File: config.mk
export PLATFORM = sky130hd
export DESIGN_NAME = if_fetch_unit
export DESIGN_NICKNAME = d
export VERILOG_FILES = /design/src/rtl/if_fetch_unit.sv
export SDC_FILE = /design/constraint.sdc
export NUM_CORES = 1
export LEC_CHECK = 0
export ABC_CLOCK_PERIOD_IN_PS = 2200
export CORE_UTILIZATION = 30
export DETAILED_ROUTE_END_ITERATION = 8
export MAX_ROUTING_LAYER = met4
export PLACE_DENSITY = 0.52
export SETUP_SLACK_MARGIN = 0.3
export SLEW_MARGIN = 20
export SYNTH_ARGS = -nofsm -noshare
export SYNTH_HDL_FRONTEND = slang
export SYNTH_SLANG_ARGS = --single-unit
export TNS_END_PERCENT = 20
File: constraint.sdc
create_clock -name clk -period 2.2 [get_ports clk]
set_clock_uncertainty 0.15 [all_clocks]
set_input_delay 0.44 -clock clk [delete_from_list [all_inputs] [get_ports clk]]
set_output_delay 0.44 -clock clk [all_outputs]
set_load 0.03 [all_outputs]
File: src/rtl/if_fetch_unit.sv
// Instruction fetch stage: PC, single-outstanding imem handshake, one-entry hold buffer and IF/ID register.
// Define IF_PERF_CNT_EN to add the fetch_cnt / flush_cnt performance counter outputs.
module if_fetch_unit #(
    parameter logic [31:0] RESET_PC  = 32'h0000_0000,
    parameter int unsigned PC_STEP   = 4,
    parameter logic [31:0] NOP_INSTR = 32'h0000_0013
) (
    input  logic        clk,
    input  logic        rst_n,
    input  logic        stall,
    input  logic        IF_flush,
    input  logic        jump_ID,
    input  logic [31:0] EA,
    output logic        imem_req,
    output logic [31:0] imem_addr,
    input  logic        imem_rvalid,
    input  logic [31:0] imem_rdata,
    output logic [31:0] IF_PC,
    output logic [6:0]  opcode_ID,
    output logic [4:0]  rd_ID,
    output logic [2:0]  funct3,
    output logic [4:0]  rs1_ID,
    output logic [4:0]  rs2_ID,
    output logic [6:0]  funct7,
    output logic        en,
    output logic        IF_flush_out
`ifdef IF_PERF_CNT_EN
    ,
    output logic [31:0] fetch_cnt,
    output logic [31:0] flush_cnt
`endif
);

    localparam logic [31:0] STEP = 32'(PC_STEP);

    typedef enum logic [1:0] {
        ISSUE = 2'd0,
        WAIT  = 2'd1,
        HOLD  = 2'd2,
        DRAIN = 2'd3
    } state_e;

    state_e      state_q, state_d;
    logic [31:0] fetch_pc_q, fetch_pc_d;
    logic [31:0] instr_q, instr_d;
    logic [31:0] if_pc_q, if_pc_d;
    logic [31:0] hold_pc_q, hold_pc_d;
    logic [31:0] hold_instr_q, hold_instr_d;
    logic        en_q, en_d;
    logic        flush_q, flush_d;
    logic        redirect;
    logic        load_resp;
    logic        capture;
    logic        release_hold;

    assign redirect = IF_flush | jump_ID;

    // A request still in flight across reset leaves us in DRAIN so its late response is discarded.
    always_ff @(posedge clk) begin
        if (!rst_n) begin
            if ((state_q == WAIT || state_q == DRAIN) && !imem_rvalid) begin
                state_q <= DRAIN;
            end else begin
                state_q <= ISSUE;
            end
        end else begin
            state_q <= state_d;
        end
    end

    always_comb begin
        state_d = state_q;
        case (state_q)
            ISSUE: state_d = redirect ? DRAIN : WAIT;
            WAIT: begin
                if (redirect) begin
                    state_d = imem_rvalid ? ISSUE : DRAIN;
                end else if (imem_rvalid) begin
                    state_d = stall ? HOLD : ISSUE;
                end
            end
            HOLD: begin
                if (redirect || !stall) begin
                    state_d = ISSUE;
                end
            end
            DRAIN: begin
                if (imem_rvalid) begin
                    state_d = ISSUE;
                end
            end
            default: state_d = ISSUE;
        endcase
    end

    // Priority is redirect, then stall, then response; the hold buffer only matters while in HOLD.
    always_comb begin
        imem_req     = rst_n && (state_q == ISSUE);
        imem_addr    = fetch_pc_q;
        load_resp    = (state_q == WAIT) && imem_rvalid && !redirect && !stall;
        capture      = (state_q == WAIT) && imem_rvalid && !redirect && stall;
        release_hold = (state_q == HOLD) && !redirect && !stall;

        fetch_pc_d   = fetch_pc_q;
        instr_d      = instr_q;
        if_pc_d      = if_pc_q;
        en_d         = en_q;
        hold_pc_d    = hold_pc_q;
        hold_instr_d = hold_instr_q;
        flush_d      = redirect;

        if (redirect) begin
            fetch_pc_d = EA;
            en_d       = 1'b0;
            instr_d    = NOP_INSTR;
        end else if (load_resp) begin
            instr_d    = imem_rdata;
            if_pc_d    = fetch_pc_q;
            en_d       = 1'b1;
            fetch_pc_d = fetch_pc_q + STEP;
        end else if (release_hold) begin
            instr_d    = hold_instr_q;
            if_pc_d    = hold_pc_q;
            en_d       = 1'b1;
            fetch_pc_d = fetch_pc_q + STEP;
        end else if (capture) begin
            hold_pc_d    = fetch_pc_q;
            hold_instr_d = imem_rdata;
        end
    end

    always_ff @(posedge clk) begin
        if (!rst_n) begin
            fetch_pc_q   <= RESET_PC;
            instr_q      <= NOP_INSTR;
            if_pc_q      <= 32'h0;
            en_q         <= 1'b0;
            flush_q      <= 1'b0;
            hold_pc_q    <= 32'h0;
            hold_instr_q <= 32'h0;
        end else begin
            fetch_pc_q   <= fetch_pc_d;
            instr_q      <= instr_d;
            if_pc_q      <= if_pc_d;
            en_q         <= en_d;
            flush_q      <= flush_d;
            hold_pc_q    <= hold_pc_d;
            hold_instr_q <= hold_instr_d;
        end
    end

    assign IF_PC        = if_pc_q;
    assign opcode_ID    = instr_q[6:0];
    assign rd_ID        = instr_q[11:7];
    assign funct3       = instr_q[14:12];
    assign rs1_ID       = instr_q[19:15];
    assign rs2_ID       = instr_q[24:20];
    assign funct7       = instr_q[31:25];
    assign en           = en_q;
    assign IF_flush_out = flush_q;

`ifdef IF_PERF_CNT_EN
    logic [31:0] fetch_cnt_q;
    logic [31:0] flush_cnt_q;
    logic        ifid_load;

    assign ifid_load = load_resp | release_hold;

    always_ff @(posedge clk) begin
        if (!rst_n) begin
            fetch_cnt_q <= 32'h0;
            flush_cnt_q <= 32'h0;
        end else begin
            if (ifid_load) begin
                fetch_cnt_q <= fetch_cnt_q + 32'd1;
            end
            if (redirect) begin
                flush_cnt_q <= flush_cnt_q + 32'd1;
            end
        end
    end

    assign fetch_cnt = fetch_cnt_q;
    assign flush_cnt = flush_cnt_q;
`endif

endmodule

==> Word-level counts from Yosys, hierarchy flattened <==
Index checks and enable logic that the tools add are counted.
{ "word_totals": {"regBits": 164, "latch_bits": 0, "mem_bits_rw": 0, "rom_bits": 0, "in_bits": 70, "out_inout_bits": 99, "word_cells": 59, "mem_count": 0} }
{ "op_classes": {"n_addsub": 1, "mul": 0, "div_mod_pow": 0, "magnitude_cmp": 0, "n_eq_ne": 6, "shift": 0, "muxes": 19, "bitwise": 5, "n_reduce_logical": 20} }
{ "ops": {"columns": ["cell", "n"], "rows": [
  ["32-bit two-way mux", 7],
  ["32-bit by 3-bit adder with 32-bit output, second input constant", 1],
  ["2-bit two-way mux", 9],
  ["1-bit logical AND", 8],
  ["2-bit case mux with 4 select lines", 1],
  ["3-bit inequality test, second input constant", 2],
  ["2-bit equality test, second input constant", 2],
  ["4-bit inequality test, second input constant", 1],
  ["1-bit NOT", 4],
  ["4-bit AND reduction", 1],
  ["1-bit logical NOT", 3],
  ["3-bit AND reduction", 1],
  ["3-bit nonzero test", 1],
  ["2-bit by 1-bit equality test with 1-bit output, second input constant", 1],
  ["2-bit logical NOT", 1],
  ["1-bit logical OR", 2],
  ["1-bit two-way mux", 2],
  ["2-bit AND reduction", 1],
  ["2-bit nonzero test", 1],
  ["2-bit OR reduction", 1],
  ["1-bit OR", 1]
]} }

==> Longest topological paths before layout <==
{ "logic_depth": {"depth_word": 7, "mapped_depth": 8, "mapped_depth_nobuf": 6} }

==> Worst setup path before layout <==
No wires, ideal clock.
{ "synth_timing": {"kind": "reg2reg", "from": "register fetch_pc_q[6], in the netlist imem_addr[6]", "to": "register fetch_pc_q[29], in the netlist imem_addr[29]", "setup_ps": 74, "t_arrival_ps": 1832, "setup_slack_ps": 144, "stages_incl_launch_ff": 6, "n_path_buf": 0, "synth_period_minus_slack_ps": 2056, "path_cell_list": "dfxtp_1 -> nand4_4 -> nor4b_4 -> nand2_1 -> or3_1 -> a31oi_1"} }
{ "synth_via": {"elab_chain_cells": 4} }
{ "synth_lines": {"columns": ["element", "line", "rtl"], "rows": [
  ["from (decl)", "44", "logic [31:0] fetch_pc_q, fetch_pc_d;"],
  ["from (signal assigned)", "142", "fetch_pc_q <= fetch_pc_d;"],
  ["32-bit by 3-bit adder with 32-bit output (*)", "120, 125", null],
  ["32-bit two-way mux", "121", "end else if (release_hold) begin"],
  ["32-bit two-way mux (*)", "116", "end else if (load_resp) begin"],
  ["32-bit two-way mux (*)", "112", "if (redirect) begin"]
]} }
Every way passes the cells marked *; elsewhere a longest branch is shown, timed or not. The select of a mux whose other input is x is not followed.
A chain may end at the register's enable or synchronous reset.

==> Worst setup path in the final report <==
{ "layout_timing": {"from": "input imem_rvalid", "to": "register instr_q[15]"} }
{ "layout_via": {"elab_chain_cells": 4, "word_cells_on_any_way": 5, "classes_between": "1 x mux; 4 x reduce/logical"} }
{ "layout_lines": {"columns": ["element", "line", "rtl"], "rows": [
  ["from (decl)", "16", "input logic imem_rvalid,"],
  ["1-bit logical AND (*) (3 in a row)", "100", "load_resp = (state_q == WAIT) && imem_rvalid && !redirect && !stall;"],
  ["32-bit two-way mux / 2-bit nonzero test (equally long branches)", null, null],
  ["to (signal assigned)", "143", "instr_q <= instr_d;"],
  ["to (decl)", "45", "logic [31:0] instr_q, instr_d;"]
]} }
Every way passes the cells marked *; elsewhere a longest branch is shown, timed or not.

==> results.md <==
- Outcome: completed
- DIE AREA: between 0.02 and 0.025 mm²
- CTS tree: yes
- DRT Pass-1 Iters: 5
- Pwr/cell area: 720 mW/mm²
- HP Class: in -> reg
- RSZ-0062 raised after global routing: yes
- Vias in the first global route: 6346
- First-pass GRT wire length: 35.3 mm
- Starting Density: 0.308
- Setup-failing EPs final: 0
- Top FF cell, synth: dfxtp_1
- Xor and xnor area share after synthesis: 0.0242
- Max-slew headroom: 0.741
- Worst setup EP type: flip-flop
- Placed instance area: 0.00970 mm²
- Cell-internal power: 5.71 mW
- Clk sinks: 164
- Post-route total power: 8.08 mW
- Syn Nets: 887
- Syn-to-layout area delta: 55.0%
- Clk_lat worst skew: 0.43 ns
- Yosys top cell by area: dfxtp_1
- Mux contribution to synthesized area: 0.0884
- Share of cells above drive strength 1: 0.201
- Reg2reg start: state_q[1]
- Pleak: 4.81 nW
- Maxcap violations: 0
- DP Wirelength: roughly 15 mm
- Largest family of logic cells by synthesized area: compound AO/OA/AOI/OAI gates
- Initial antenna violation count: 1
- Port Buffer Count: 168
- Initial drt markers: 327
- Fmax: 467 MHz
- Register area: 0.00332 mm²
- Hold slack: approximately 0.22 ns
- Max Fanout on Critical Path: 5
- Clock root buffer: clkbuf_16
- Worst slew pin tran: 0.388 ns
- Post-synth top cells: nand2_1 (200), dfxtp_1 (162), a21boi_0 (67)
- Cell Area, Synth: 0.00724 mm²
- Setup TNS Final: 0 ns
- Gate Count Post-Synth: 816
- Synth Area in Compound Gates: 0.212
- Placed insts: 1308
- Dpl ws: -0.335 ns
- Req. time, crit path: between 2 and 2.5 ns
- Fillcell total: approximately 2.3k
- Largest net degree at the start of global routing: 42
- Fin. max-slew vios: 0
- GP Congestion: 0.800
- CP Launch Point: imem_rvalid
- Total GRT Usage: 0.192
- Grt ovf: 0
- Residual DRC count: 0
- VDD IR-drop max: 0.000544 V
- Via/cell ratio: roughly 4.8
- Core Util, Final: 0.477
- Synth warnings: 0
- Die H: 157 µm
- Reg power frac: 0.402
- Final min period: 2.14 ns
- Die Wd: 157 µm
- Post-synth EDFFs: 2
- Area of the multi-input gates: 0.00383 mm²
- Detailed-route via count: 6645
- Syn avg cell area: 8.88 µm²
- CTS max path bufs: 2
- Final WS setup: roughly 0.058 ns
- Top-count cell post-synth: nand2_1
- Clk slew on worst S/H paths: 0.07 ns
- Slowest cell delay on critical path: 0.53 ns
- Yosys top cell area share: 0.448
- Post-route cell area: 0.0112 mm²
- Core ar.: roughly 0.024 mm²
- Routed Antenna Nets: 0
- Post-synthesis adder-cell area fraction: 0.00173
- Hold_sp: rst_n
- Seq/Total Area, Yosys: 0.456
- Simple-Gate Fraction of Synth Area: 0.177
- Startpoint Class: input pin
- Yosys reg bits: 164
- Clock group share of total power: 0.373
- DR WL/cell: 17.0 µm
- Slowest cell on crit path: clkdlybuf4s50_1
- Sw Pwr: approximately 2.4 mW
- Nets@finish: between 1k and 1.5k
- Switching share of total power: 0.293
- H-tree depth: 4
- Crit path kind: in -> reg
- CP Cell Sequence: clkdlybuf4s50_1 -> nand3b_4 -> buf_6 -> or3_4 -> buf_12 -> buf_16 -> mux2i_2 -> a211oi_2
- I/O Pins: around 170
- Synth area leaders: dfxtp_1 (45%), nand2_1 (10%), mux2i_1 (8.8%)
- Post-synth ARST share: 0
- Final Non-Filler Cells: 1387
- WP data arrival: 2.34 ns
- Final hold vios: 0
- Number of unique standard cell types used by synthesis: 47
- Num CTS Buffers: 17
- Fin crit share: 0.974
- Core Rows: 56
- WL final: 23.6 mm
- Combinational share of power: 0.225
critical path, delay by kind of cell:
kind | cells | cell delay, ns
compound gates | 1 | 0.21
mux | 1 | 0.15
buf+inv | 4 | 0.98
simple gates | 2 | 0.55
cells by family (layout without fill, tap and decap cells):
family,Yosys count,in the layout
simple gates,298,299
compound gates,201,201
flops,164,164
buf+inv,68,318
mux,64,64
xor+xnor,20,20
fa+ha+maj,1,1
other cells,0,1
power by group through the flow:
stage	clock, mW	combinational, mW	sequential (mW)
CTS	3.10	1.57	3.25
global placement	0	1.40	3.32
finish	3.01	1.82	3.25
detailed placement	0	1.40	3.31
global route	3.21	1.93	3.26
floorplan	0	0.525	3.51
worst paths after layout:
| check | end | slack (ns) | depth (start not counted) |
|---|---|---|---|
| hold reg to reg | hold_pc_q[2] | 0.31 | 2 |
| setup / recovery | instr_q[15] | 0.06 | 8 |
| hold / removal | hold_pc_q[29] | 0.22 | 2 |
| setup reg to reg | instr_q[15] | 0.06 | 7 |
sequential cells by signal (all words and copies together) (netlist names):
signal and flops:
IF_PC 32, IF_flush_out 1, en 1, hold_instr_q 32, hold_pc_q 32, imem_addr 32
instr_q 32, state_q 2
layout by cell type, fill, tap and decap left out, types with 4 or more instances in the layout:
cell,count
a211oi_1,19
a211oi_2,11
a21boi_0,66
a21oi_1,15
a31oi_1,4
and2_1,4
and3_1,4
buf_12,10
buf_16,10
buf_4,66
buf_6,22
clkbuf_16,21
clkdlybuf4s15_1,6
clkdlybuf4s15_2,14
clkdlybuf4s50_1,134
dfxtp_1,150
dfxtp_2,12
dlygate4sd2_1,9
inv_1,4
inv_6,4
mux2i_1,59
mux2i_2,5
nand2_1,198
nand3_1,15
nand4_1,10
nor2_1,40
o211a_1,38
o211ai_1,8
o21ai_0,24
xnor2_1,8
xor2_1,12
timing repair:
item | 4_1_cts | 5_1_grt
pin swaps | 10 | 35
buffers inserted | 15 | 15
cloned | 10 | 6
endpoints found under the setup margin | 192 | 246
gates resized for setup | 87 | 61
hold buffers | 0 | 0
area by class of cell:
class	count	area share
Antenna cell	1	0.000223
Sequential cell	164	0.296
Inverter	4	0.00134
Multi-Input combinational cell	585	0.341
Timing Repair Buffer	282	0.274
Tap cell	319	0.0356
Clock inverter	13	0.0124
Clock buffer	19	0.0404
per-layer routing:
layer / track usage / routed length [µm] / vias to the layer above
li1: - / - / 3335
met1: 0.248 / 11000 / 3124
met2: 0.301 / 11100 / 166
met3: 0.0399 / 1260 / 20
met4: 0.0532 / 221 / 0
met5: - / 0 / -
(Power assumes the default switching activity.)
